<file path="config.mk">
export PLATFORM = sky130hd
export DESIGN_NAME = uart_rx_ctrl
export DESIGN_NICKNAME = d
export VERILOG_FILES = /design/src/rtl/uart_pkg.sv /design/src/rtl/uart_rx_fifo.sv /design/src/rtl/uart_rx_ctrl.sv
export SDC_FILE = /design/constraint.sdc
export NUM_CORES = 1
export LEC_CHECK = 0
export BUFFER_PORTS_ARGS = -buffer_cell sky130_fd_sc_hd__buf_4
export CORE_MARGIN = 2
export CORE_UTILIZATION = 45
export CTS_CLUSTER_SIZE = 25
export DETAILED_ROUTE_END_ITERATION = 7
export GPL_TIMING_DRIVEN = 0
export HOLD_SLACK_MARGIN = 0.02
export PLACE_DENSITY_LB_ADDON = 0.25
export SYNTH_ARGS = -nofsm -noshare
export SYNTH_HDL_FRONTEND = slang
export SYNTH_SLANG_ARGS = --single-unit
export TNS_END_PERCENT = 50
</file>
<file path="constraint.sdc">
create_clock -name clk -period 3.08 [get_ports clk]
set_input_delay 0.616 -clock clk [delete_from_list [all_inputs] [get_ports clk]]
set_output_delay 0.616 -clock clk [all_outputs]
set_load 0.02 [all_outputs]
</file>
<file path="src/rtl/uart_pkg.sv">
// uart_pkg: shared UART constants and the baud divider helper.
package uart_pkg;
    localparam int UART_DATA_W    = 8;
    localparam int CLK_HZ_DEFAULT = 50_000_000;
    localparam int BAUD_DEFAULT   = 115_200;

    function automatic int baud_div(input int clk_hz, input int baud);
        return clk_hz / baud;
    endfunction

    localparam int CLK_DIV_DEFAULT = baud_div(CLK_HZ_DEFAULT, BAUD_DEFAULT);
endpackage

</file>
<file path="src/rtl/uart_rx_fifo.sv">
// uart_rx_fifo: first-word fall-through FIFO; a push into a full FIFO is accepted only alongside a pop.
module uart_rx_fifo #(
    parameter int DEPTH = 16,
    parameter int WIDTH = 8
) (
    input  logic                     clk,
    input  logic                     rst,
    input  logic                     push,
    input  logic                     rd_en,
    input  logic [WIDTH-1:0]         wr_data,
    output logic [WIDTH-1:0]         rd_data,
    output logic                     empty,
    output logic                     full,
    output logic [$clog2(DEPTH):0]   count
);
    localparam int AW = $clog2(DEPTH);

    logic [AW:0]      wr_ptr_q, wr_ptr_d, rd_ptr_q, rd_ptr_d;
    logic [WIDTH-1:0] mem_q [DEPTH];
    logic             do_pop, do_push;

    always_comb begin
        empty    = wr_ptr_q == rd_ptr_q;
        full     = (wr_ptr_q[AW] != rd_ptr_q[AW]) && (wr_ptr_q[AW-1:0] == rd_ptr_q[AW-1:0]);
        count    = wr_ptr_q - rd_ptr_q;
        do_pop   = rd_en && !empty;
        do_push  = push && (!full || do_pop);
        wr_ptr_d = do_push ? wr_ptr_q + 1'b1 : wr_ptr_q;
        rd_ptr_d = do_pop ? rd_ptr_q + 1'b1 : rd_ptr_q;
        rd_data  = mem_q[rd_ptr_q[AW-1:0]];
    end

    always_ff @(posedge clk or posedge rst) begin
        if (rst) begin
            wr_ptr_q <= '0;
            rd_ptr_q <= '0;
        end else begin
            wr_ptr_q <= wr_ptr_d;
            rd_ptr_q <= rd_ptr_d;
        end
    end

    // When full, the write slot equals the head being popped; the old head is read before the edge.
    always_ff @(posedge clk) begin
        if (do_push) mem_q[wr_ptr_q[AW-1:0]] <= wr_data;
    end
endmodule

</file>
<file path="src/rtl/uart_rx_ctrl.sv">
// uart_rx_ctrl: mid-bit baud strobe for the RX core, rxReady edge capture into a FIFO, sticky overrun.
module uart_rx_ctrl
    import uart_pkg::*;
#(
    parameter int CLK_DIV = CLK_DIV_DEFAULT,
    parameter int DEPTH   = 16
) (
    input  logic                     clk,
    input  logic                     rst,
    input  logic                     startBPS,
    output logic                     bps,
    input  logic [UART_DATA_W-1:0]   rxData,
    input  logic                     rxReady,
    input  logic                     rdEn,
    output logic [UART_DATA_W-1:0]   rdData,
    output logic                     empty,
    output logic                     full,
    output logic [$clog2(DEPTH):0]   count,
    output logic                     overrun,
    input  logic                     clrOverrun
);
    logic [15:0] cnt_q, cnt_d;
    logic        bps_q, bps_d;
    logic        rdy_q, rdy_d;
    logic        overrun_q, overrun_d;
    logic        push, drop;

    always_comb begin
        cnt_d     = !startBPS ? 16'd0 : (cnt_q == 16'(CLK_DIV - 1)) ? 16'd0 : cnt_q + 16'd1;
        bps_d     = startBPS && (cnt_q == 16'(CLK_DIV / 2));
        rdy_d     = rxReady;
        push      = rxReady && !rdy_q;
        // full implies non-empty, so rdEn alone means the pop frees a slot this cycle
        drop      = push && full && !rdEn;
        overrun_d = drop || (overrun_q && !clrOverrun);
    end

    always_ff @(posedge clk or posedge rst) begin
        if (rst) begin
            cnt_q     <= '0;
            bps_q     <= 1'b0;
            rdy_q     <= 1'b0;
            overrun_q <= 1'b0;
        end else begin
            cnt_q     <= cnt_d;
            bps_q     <= bps_d;
            rdy_q     <= rdy_d;
            overrun_q <= overrun_d;
        end
    end

    assign bps     = bps_q;
    assign overrun = overrun_q;

    uart_rx_fifo #(.DEPTH(DEPTH), .WIDTH(UART_DATA_W)) u_fifo (
        .clk     (clk),
        .rst     (rst),
        .push    (push),
        .rd_en   (rdEn),
        .wr_data (rxData),
        .rd_data (rdData),
        .empty   (empty),
        .full    (full),
        .count   (count)
    );
endmodule

</file>
==> impl_metrics.tcl, run 1 <==
set metrics [dict create \
    fp.coreArea_um2 14500 \
    crit_family "buffers and inverters" \
    min_period_over_period_pct 96.1 \
    crit_fanout 10 \
    grt_max_degree 30 \
    die_h_um 126 \
    drtIter0Drc 369 \
    final_nets 473 \
    whs_ns 0.305 \
    worst_pin_slew_ns 1.09 \
    crit_top_cell "buf_6" \
    vias 3561 \
    cts_sinks 157 \
    skew_ns 0.00766 \
    power_mw 7.25 \
    ys_types 41 \
    antennaDiodeCount 0 \
    crit_path_end "count[4]" \
    areaGrowthSynthToFinish_pct 16.7 \
    syn-num-nets 421 \
    path_clk_slew_ns 0.06 \
    clock_path_buffers 2 \
    worst-path-stages 9 \
    syn-instance-count 395 \
    clk_latency_ns 0.43 \
    drv_cap 0 \
    dieArea_um2 15800 \
    status "completed" \
    critPathMaxStageDelay_ns 0.38 \
    drtAntennaViolNets 0 \
    cts_tree "built" \
    rows 44 \
    cp_data_required_time_ns 2.46 \
    async_flop_share_pct 18.5 \
    ioPinCount 31 \
    synth-edff-count 128 \
    grt_pass1_wl_mm 20.7 \
    r2r_end "u_fifo.mem_q[11][6]" \
    crit_type "reg -> out" \
    end_kind "output port" \
    cts_htree_levels 4 \
    grt_usage_pct 17.9 \
    path_cells "buf_6 > buf_8 > buf_6 > inv_1 > ha_1 > a21o_1 > a21oi_1 > xnor2_1 > buf_4" \
    start_kind "flip-flop" \
    io_buffers 30 \
    cp_num_buf_inv 5 \
    reg2reg_depth 9 \
    layout_min_cycle_time_ns 2.96 \
    cp-startpoint "u_fifo.rd_ptr_q[2]" \
    layout-drive-gt1-share_pct 22.4 \
    first_global_vias 3623 \
    slew_viol_final 0 \
    yosys_warnings 0 \
    clockRootBuffer "clkbuf_16" \
    cpMaxStageDelayCell "dfrtp_1" \
    synth-seq-cells 157 \
    worst_ir_drop_vdd_v 0.000474 \
    rr_startpoint "u_fifo.rd_ptr_q[2]" \
    vias_per_cell 5.53 \
    ff2ff_setup_slack_ns 0.17 \
    power_density_nw_per_um2 933 \
    drc 0 \
    cts_buffers 17 \
    rsz0062_at_grt "false" \
    initial_utilization_pct 45.9 \
    place_hpwl_mm 8.62 \
    maxSlewHeadroom_pct 27.3 \
    synth-main-ff-cell "edfxtp_1" \
    overflow 0 \
    crit_arrival_ns 2.34 \
    gp_congestion 0.805 \
    wl_per_cell_um 20.4 \
    die_x_um 126 \
    hold_viol 0 \
    finalSetupViolations 0 \
    synth.avg_cell_area_um2 16.8 \
    dr.pass1.iters 5 \
    setup_ws_ns 0.119 \
    min_path_type "in -> reg" \
    pre_cts_ws_ns -0.326 \
    seq_area_frac_synth_pct 68.7 \
    antenna_found_initial 0 \
    syn_area_um2 6650 \
    p_leak_nw 2.85 \
    hold_buffers 0 \
    drt_wl_total_mm 13.1 \
    fmax_ghz 0.338 \
]
==> final cells by class <==
class	count	area (µm²)
sequential	157	4570
multi-input combinational	204	1890
timing repair buffer	33	248
buffer	20	184
clock buffer	17	425
inverter	14	52.6
tap	184	230
clock inverter	15	169
fill	1168	6710
==> stage by stage <==
step	utilization, %	TNS, ns	instance area (µm²)	instances
CTS	53.4	0	7730	641
global route	53.6	0	7770	644
detailed placement	49.1	-34.98	7110	609
global placement	49.1	-31.58	7110	609
finish	53.6	0	7770	644
floorplan	-	0	6650	395
==> cells in the mapped netlist, types with 2 or more instances <==
cell type | number | area share (%)
edfxtp_1 | 128 | 58
dfrtp_1 | 29 | 11
mux2i_1 | 24 | 3.6
nor2_1 | 23 | 1.3
xnor2_1 | 19 | 2.5
mux4_2 | 17 | 5.8
and3_1 | 15 | 1.4
inv_1 | 14 | 0.79
ha_1 | 11 | 2.1
o21ai_1 | 10 | 0.75
nand4_1 | 9 | 0.85
o21ai_0 | 9 | 0.68
nand2_1 | 8 | 0.45
a221oi_1 | 7 | 0.92
buf_2 | 7 | 0.53
mux4_1 | 7 | 2.8
nand3_1 | 7 | 0.53
xor2_1 | 7 | 0.92
a21oi_1 | 4 | 0.30
and4b_1 | 4 | 0.60
buf_6 | 4 | 0.68
and4_1 | 3 | 0.40
buf_1 | 3 | 0.17
a21o_1 | 2 | 0.23
and2_1 | 2 | 0.19
buf_12 | 2 | 0.60
clkbuf_1 | 2 | 0.11
clkbuf_2 | 2 | 0.15
nor2b_1 | 2 | 0.19
nor3_1 | 2 | 0.15
nor4_1 | 2 | 0.19
==> state kept, by name (all words and copies together) (netlist names) <==
signal / count
u_fifo.mem_q: 128
u_fifo.wr_ptr_q: 5
cnt_q: 16
u_fifo.rd_ptr_q: 5
bps: 1
rdy_q: 1
overrun: 1
==> routing by layer <==
| metal | vias up | track usage (%) | share of wire, % |
|---|---|---|---|
| li1 | 1642 | - | - |
| met1 | 1813 | 23.6 | 44 |
| met2 | 85 | 28.5 | 49 |
| met3 | 21 | 4.41 | 4.7 |
| met4 | 0 | 8.10 | 2.2 |
| met5 | - | 0 | 0 |
==> cells in the final DEF (no fill, tap or decap), types with 3 or more instances in the layout <==
master      instances
mux2i_1            24
clkinvlp_4          4
buf_4              33
nor2_1             23
nand4_1             9
bufinv_16           3
and3_1             12
and4_1              3
nand3_1             7
inv_1              14
clkbuf_16          17
and3_2              3
nand2_1             8
buf_1               3
inv_6               3
mux4_1              7
ha_1               11
edfxtp_1          128
mux4_2             17
o21ai_1            10
dfrtp_1            29
a221oi_1            7
xnor2_1            19
o21ai_0             9
clkinv_2            3
xor2_1              7
buf_6               8
a21oi_1             4
==> worst min path at each step <==
| stage | start | endpoint | slack [ns] | depth (start not counted) |
|---|---|---|---|---|
| floorplan | cnt_q[0] | cnt_q[0] | 0.47 | 1 |
| global placement | cnt_q[0] | cnt_q[0] | 0.49 | 1 |
| detailed placement | cnt_q[0] | cnt_q[0] | 0.50 | 1 |
| CTS | rxReady | rdy_q | 0.29 | 1 |
| global route | rxReady | rdy_q | 0.29 | 1 |
| finish | rxReady | rdy_q | 0.31 | 1 |
==> report_power, final <==
| group | total, mW | internal (mW) | switching, mW |
|---|---|---|---|
| Combinational | 2.61 | 1.18 | 1.43 |
| Clock | 2.09 | 1.27 | 0.823 |
| Sequential | 2.54 | 2.46 | 0.0825 |
==> worst register-to-register path, stage by stage, from the launching register on <==
cell and delay [ns]:
dfrtp_1 0.38, buf_6 0.15, buf_8 0.16, buf_6 0.17
inv_1 0.06, ha_1 0.36, and4_1 0.21, a31oi_1 0.30
buf_2 0.27, and3_1 0.49
==> kinds of logic (layout without fill, tap and decap cells) <==
kind of cell,after synthesis,after routing,share of synthesized area [%]
muxes,48,48,12.1
DFF,157,157,68.7
adders and majority gates,12,12,2.37
AOI/OAI and AO/OA,36,36,3.42
buffers and inverters,34,99,3.03
xor gates and xnor gates,26,26,3.42
and+or+nand+nor,82,82,6.94
==> timing repair <==
action / CTS / global route
endpoints found under the hold margin: 0 / 0
gates cloned: 0 / 0
gates resized for setup: 8 / 8
endpoints found under the setup margin: 134 / 122
setup buffers: 0 / 3
Power figures use the tool's default switching activity.
==> run 2: changes to the inputs <==
--- a/config.mk
+++ b/config.mk
@@ -6,10 +6,12 @@
 export NUM_CORES = 1
 export LEC_CHECK = 0
 export BUFFER_PORTS_ARGS = -buffer_cell sky130_fd_sc_hd__buf_4
+export CORE_ASPECT_RATIO = 1.75
 export CORE_MARGIN = 2
 export CORE_UTILIZATION = 45
 export CTS_CLUSTER_SIZE = 25
 export DETAILED_ROUTE_END_ITERATION = 7
+export GPL_ROUTABILITY_DRIVEN = 0
 export GPL_TIMING_DRIVEN = 0
 export HOLD_SLACK_MARGIN = 0.02
 export PLACE_DENSITY_LB_ADDON = 0.25
==> run 2 against run 1 <==
Critical path depth decreased by 3. Cell count fell by 1.1%. Clock power is 6% higher. Sequential power hardly changed. Die area rose by 0.25%. Non-clock buffer count decreased by 3. Design area up 0.18%. First-iteration DRC count shrank 43%. Utilization is 0.23 points higher.
==> impl_metrics.tcl, run 2 (same netlist as run 1, synthesis figures left out) <==
set metrics [dict create \
    status "completed" \
    drc 0 \
    grt_usage_pct 18.8 \
    final_nets 470 \
    crit_type "reg -> out" \
    grt_max_degree 30 \
    final_common_cell "edfxtp_1" \
    io_buffers 30 \
    initial_utilization_pct 46.1 \
    dieArea_um2 15800 \
    cts_setup_buffers 0 \
    rsz0062_at_grt "false" \
    cpMaxStageDelayCell "mux4_2" \
    dr.pass1.iters 5 \
    tns_ns 0 \
    maxSlewHeadroom_pct 24.4 \
    wl_per_cell_um 21.8 \
    pre_cts_ws_ns -0.334 \
    fmax_ghz 0.334 \
    p_leak_nw 2.86 \
    vias 3580 \
    die_h_um 165 \
    final_util_pct 53.9 \
    holdPathStages 1 \
    layout-drive-gt1-share_pct 22.3 \
    areaGrowthSynthToFinish_pct 16.9 \
    worst_ir_drop_vdd_v 0.00120 \
    vias_per_cell 5.62 \
    critPathMaxStageDelay_ns 0.54 \
    cp_data_required_time_ns 2.46 \
    setup_ws_ns 0.0850 \
    fp.coreArea_um2 14400 \
    worst_pin_slew_ns 1.13 \
    cts_sinks 157 \
    overflow 0 \
    path_clk_slew_ns 0.07 \
    min_path_type "in -> reg" \
    hold_viol 0 \
    ioPinCount 31 \
    clk_latency_ns 0.42 \
    antenna_found_initial 0 \
    die_x_um 95.9 \
    crit_fanout 10 \
    start_kind "flip-flop" \
    antennaDiodeCount 0 \
    drt_wl_total_mm 13.9 \
    crit_arrival_ns 2.38 \
    slew_viol_final 0 \
    hold_buffers 0 \
    clockRootBuffer "clkbuf_16" \
    cts_buffers 17 \
    place_hpwl_mm 9.20 \
    drv_cap 0 \
    finalSetupViolations 0 \
    n_fill_cell 1148 \
    path_cells "buf_6 > buf_6 > mux4_2 > mux2i_2 > o21ai_0 > buf_4" \
    grt_pass1_wl_mm 21.2 \
    drtIter0Drc 209 \
    crit_top_cell "buf_6" \
    power_density_nw_per_um2 950 \
    mostFrequentLayoutCells "edfxtp_1, buf_4, dfrtp_1" \
    first_global_vias 3744 \
    cts_htree_levels 4 \
    skew_ns 0.00774 \
    end_kind "output port" \
    largest_register_ffs 128 \
    clock_path_buffers 2 \
    reg2reg_depth 8 \
    cts_tree "built" \
    min_period_over_period_pct 97.2 \
    layout_min_cycle_time_ns 2.99 \
    rows 58 \
    drtAntennaViolNets 0 \
]
==> run 2: per-stage QoR <==
stage / cell area, µm² / power (mW) / hold WS, ns / std cells
floorplan: 6650 / 4.29 / 0.474 / 395
global placement: 7100 / 5.13 / 0.498 / 605
detailed placement: 7100 / 5.16 / 0.524 / 605
CTS: 7750 / 7.40 / 0.299 / 637
global route: 7780 / 7.69 / 0.296 / 637
finish: 7780 / 7.39 / 0.309 / 637
==> run 2: worst max-delay path, delay by kind of cell (launching register included) <==
kind                   cells  cell delay, ns
muxes                      2            0.79
buffers and inverters      3            0.57
DFF                        1            0.42
AOI/OAI and AO/OA          1            0.17
==> run 2: layer usage <==
metal | vias up | share of wire (%) | track usage (%)
met1 | 1837 | 40 | 22.3
met5 | - | 0 | 0
met2 | 90 | 55 | 33.3
met3 | 13 | 3.4 | 3.33
li1 | 1640 | - | -
met4 | 0 | 1.4 | 7.73
==> run 2: area by class of cell <==
cell class,instances,area [µm²],share of cell area [%]
clock buffers,17,425,5.47
repair buffers,30,225,2.89
plain buffers,20,180,2.32
flip-flops and latches,157,4570,58.7
multi-input cells,204,1900,24.5
clock inverters,15,199,2.56
inverters,14,52.6,0.675
well taps,180,225,2.89
==> run 2: what timing repair did <==
item / CTS / global route
resized for setup: 7 / 10
hold endpoints to repair: 0 / 0
endpoints found under the setup margin: 134 / 117
pin swaps: 0 / 0
==> run 2: path summary, 6_finish.rpt <==
check                      slack [ns]            endpoint          startpoint
max in group asynchronous        1.90            cnt_q[5]                 rst
max                              0.09           rdData[3]  u_fifo.rd_ptr_q[0]
min in group asynchronous        0.49  u_fifo.rd_ptr_q[4]                 rst
max reg2reg                      0.22  u_fifo.mem_q[9][7]  u_fifo.rd_ptr_q[1]
min                              0.31               rdy_q             rxReady
min reg2reg                      0.53            cnt_q[0]            cnt_q[0]
==> run 2: where the power goes <==
part           total [mW]  leakage [nW]  switching, mW  internal [mW]
clock                2.21         0.304          0.898           1.31
sequential           2.54          1.53         0.0853           2.46
combinational        2.64          1.02           1.46           1.18
==> run 3: changes to the inputs <==
--- a/config.mk
+++ b/config.mk
@@ -5,16 +5,17 @@
 export SDC_FILE = /design/constraint.sdc
 export NUM_CORES = 1
 export LEC_CHECK = 0
-export BUFFER_PORTS_ARGS = -buffer_cell sky130_fd_sc_hd__buf_4
 export CORE_ASPECT_RATIO = 1.75
 export CORE_MARGIN = 2
 export CORE_UTILIZATION = 45
 export CTS_CLUSTER_SIZE = 25
 export DETAILED_ROUTE_END_ITERATION = 7
+export DONT_BUFFER_PORTS = 1
 export GPL_ROUTABILITY_DRIVEN = 0
 export GPL_TIMING_DRIVEN = 0
 export HOLD_SLACK_MARGIN = 0.02
 export PLACE_DENSITY_LB_ADDON = 0.25
+export RECOVER_POWER = 100
 export SYNTH_ARGS = -nofsm -noshare
 export SYNTH_HDL_FRONTEND = slang
 export SYNTH_SLANG_ARGS = --single-unit
==> constraint.sdc (replaced) <==
create_clock -name clk -period 2.4 [get_ports clk]
set_input_delay 0.48 -clock clk [delete_from_list [all_inputs] [get_ports clk]]
set_output_delay 0.48 -clock clk [all_outputs]
set_load 0.02 [all_outputs]
==> run 3 against run 2 <==
The flow now finishes with violations (negative setup slack). Hold slack got worse by 0.22 ns. Utilization is 2.1 points higher. Via count shrank 0.61%. Die area stayed put. Highest routed layer unchanged. Critical path type unchanged. Largest cell class unchanged. Combinational power grew 61%. Flip-flop and latch count stayed put. First-iteration DRC count is 23% higher.
==> impl_metrics.tcl, run 3 (same netlist as run 1, synthesis figures left out) <==
set metrics [dict create \
    status "finished, violations left" \
    violations "negative setup slack" \
    end_kind "output port" \
    final_nets 457 \
    n_fill_cell 1116 \
    die_h_um 165 \
    cts_sinks 157 \
    grt_usage_pct 20.1 \
    cts_htree_levels 4 \
    finalSetupViolations 20 \
    dieArea_um2 15800 \
    layout_min_cycle_time_ns 2.57 \
    first_global_vias 3844 \
    crit_type "reg -> out" \
    drtIter0Drc 257 \
    p_leak_nw 2.81 \
    drc 0 \
    worst-path-stages 6 \
    min_path_type "in -> reg" \
    reg2reg_depth 9 \
    grt_max_degree 30 \
    clockRootBuffer "clkbuf_16" \
    ioPinCount 31 \
    areaGrowthSynthToFinish_pct 21.5 \
    drt_wl_total_mm 14.3 \
    hold_viol 0 \
    start_kind "flip-flop" \
    crit_fanout 6 \
    path_clk_slew_ns 0.06 \
    crit_arrival_ns 2.09 \
    skew_ns 0.00868 \
    cpMaxStageDelayCell "mux4_2" \
    drtAntennaViolNets 0 \
    tns_ns -1.73 \
    vias_per_cell 5.70 \
    initial_utilization_pct 46.1 \
    overflow 0 \
    io_buffers 0 \
    worst_ir_drop_vdd_v 0.00130 \
    setup_ws_ns -0.167 \
    cts_tree "built" \
    slew_viol_final 0 \
    clock_path_buffers 2 \
    grt_pass1_wl_mm 22.4 \
    clk_latency_ns 0.42 \
    drv_cap 0 \
    largest_register_ffs 128 \
    seqCellArea_um2 4570 \
    crit_family "multiplexers" \
    holdPathStages 0 \
    place_hpwl_mm 9.25 \
    multiInputGateArea_um2 2240 \
    maxSlewHeadroom_pct 23.5 \
    fmax_ghz 0.390 \
    wl_per_cell_um 23.0 \
    power_mw 10.2 \
    dr.pass1.iters 5 \
    antenna_found_initial 0 \
    rows 58 \
    layout-drive-gt1-share_pct 32.9 \
    cts_buffers 17 \
    cp_data_required_time_ns 1.92 \
    pre_cts_ws_ns -0.588 \
    critPathMaxStageDelay_ns 0.53 \
    final_util_pct 56.0 \
    antennaDiodeCount 0 \
    vias 3558 \
    worst_pin_slew_ns 1.15 \
    final_common_cell "edfxtp_1" \
    die_x_um 95.9 \
    power_density_nw_per_um2 1260 \
    cp_num_buf_inv 3 \
    fp.coreArea_um2 14400 \
    min_period_over_period_pct 107 \
    rsz0062_at_grt "true" \
    mostFrequentLayoutCells "edfxtp_1, dfrtp_1, mux4_2" \
    path_cells "buf_6 > buf_12 > buf_12 > mux4_2 > o21ai_4 > o21ai_4" \
]
run 3: cell type report:
cell class | count | share of cell area [%]
Clock buffer | 18 | 5.31
Multi-Input combinational cell | 204 | 27.8
Buffer | 19 | 2.57
Inverter | 14 | 0.727
Tap cell | 180 | 2.79
Sequential cell | 157 | 56.5
Clock inverter | 14 | 1.98
Timing Repair Buffer | 18 | 2.34
run 3: power breakdown:
part	internal, mW	switching, mW
clock	1.56	1.11
sequential	3.16	0.111
combinational	1.92	2.35
total	6.63	3.56
run 3: path summary, 6_finish.rpt:
check                                     end  slack (ns)                from
min reg2reg                          cnt_q[0]        0.52            cnt_q[0]
max                                 rdData[5]       -0.17  u_fifo.rd_ptr_q[0]
min                                     rdy_q        0.09             rxReady
max reg2reg                u_fifo.mem_q[7][6]       -0.07  u_fifo.rd_ptr_q[2]
max in group asynchronous  u_fifo.rd_ptr_q[1]        1.39                 rst
min in group asynchronous  u_fifo.rd_ptr_q[4]        0.25                 rst
run 3: repair_timing:
item	4_1_cts	5_1_grt
hold buffers	0	0
gates cloned	3	0
pin swaps	14	8
setup endpoints to repair	149	118
setup buffers	15	0
resized for setup	93	16
run 3: routing by layer:
metal	track usage [%]	wire, µm	up-vias
met4	7.27	267	0
met3	3.92	641	12
li1	-	-	1611
met5	0	0	-
met1	21.7	5080	1847
met2	37.7	8340	88
run 3: stage by stage:
stage	std cells	cell area [µm²]	hold WS (ns)
floorplan	395	6680	0.474
global placement	575	6910	0.509
detailed placement	575	6910	0.512
CTS	624	8050	0.0749
global route	624	8090	0.0738
finish	624	8090	0.0931
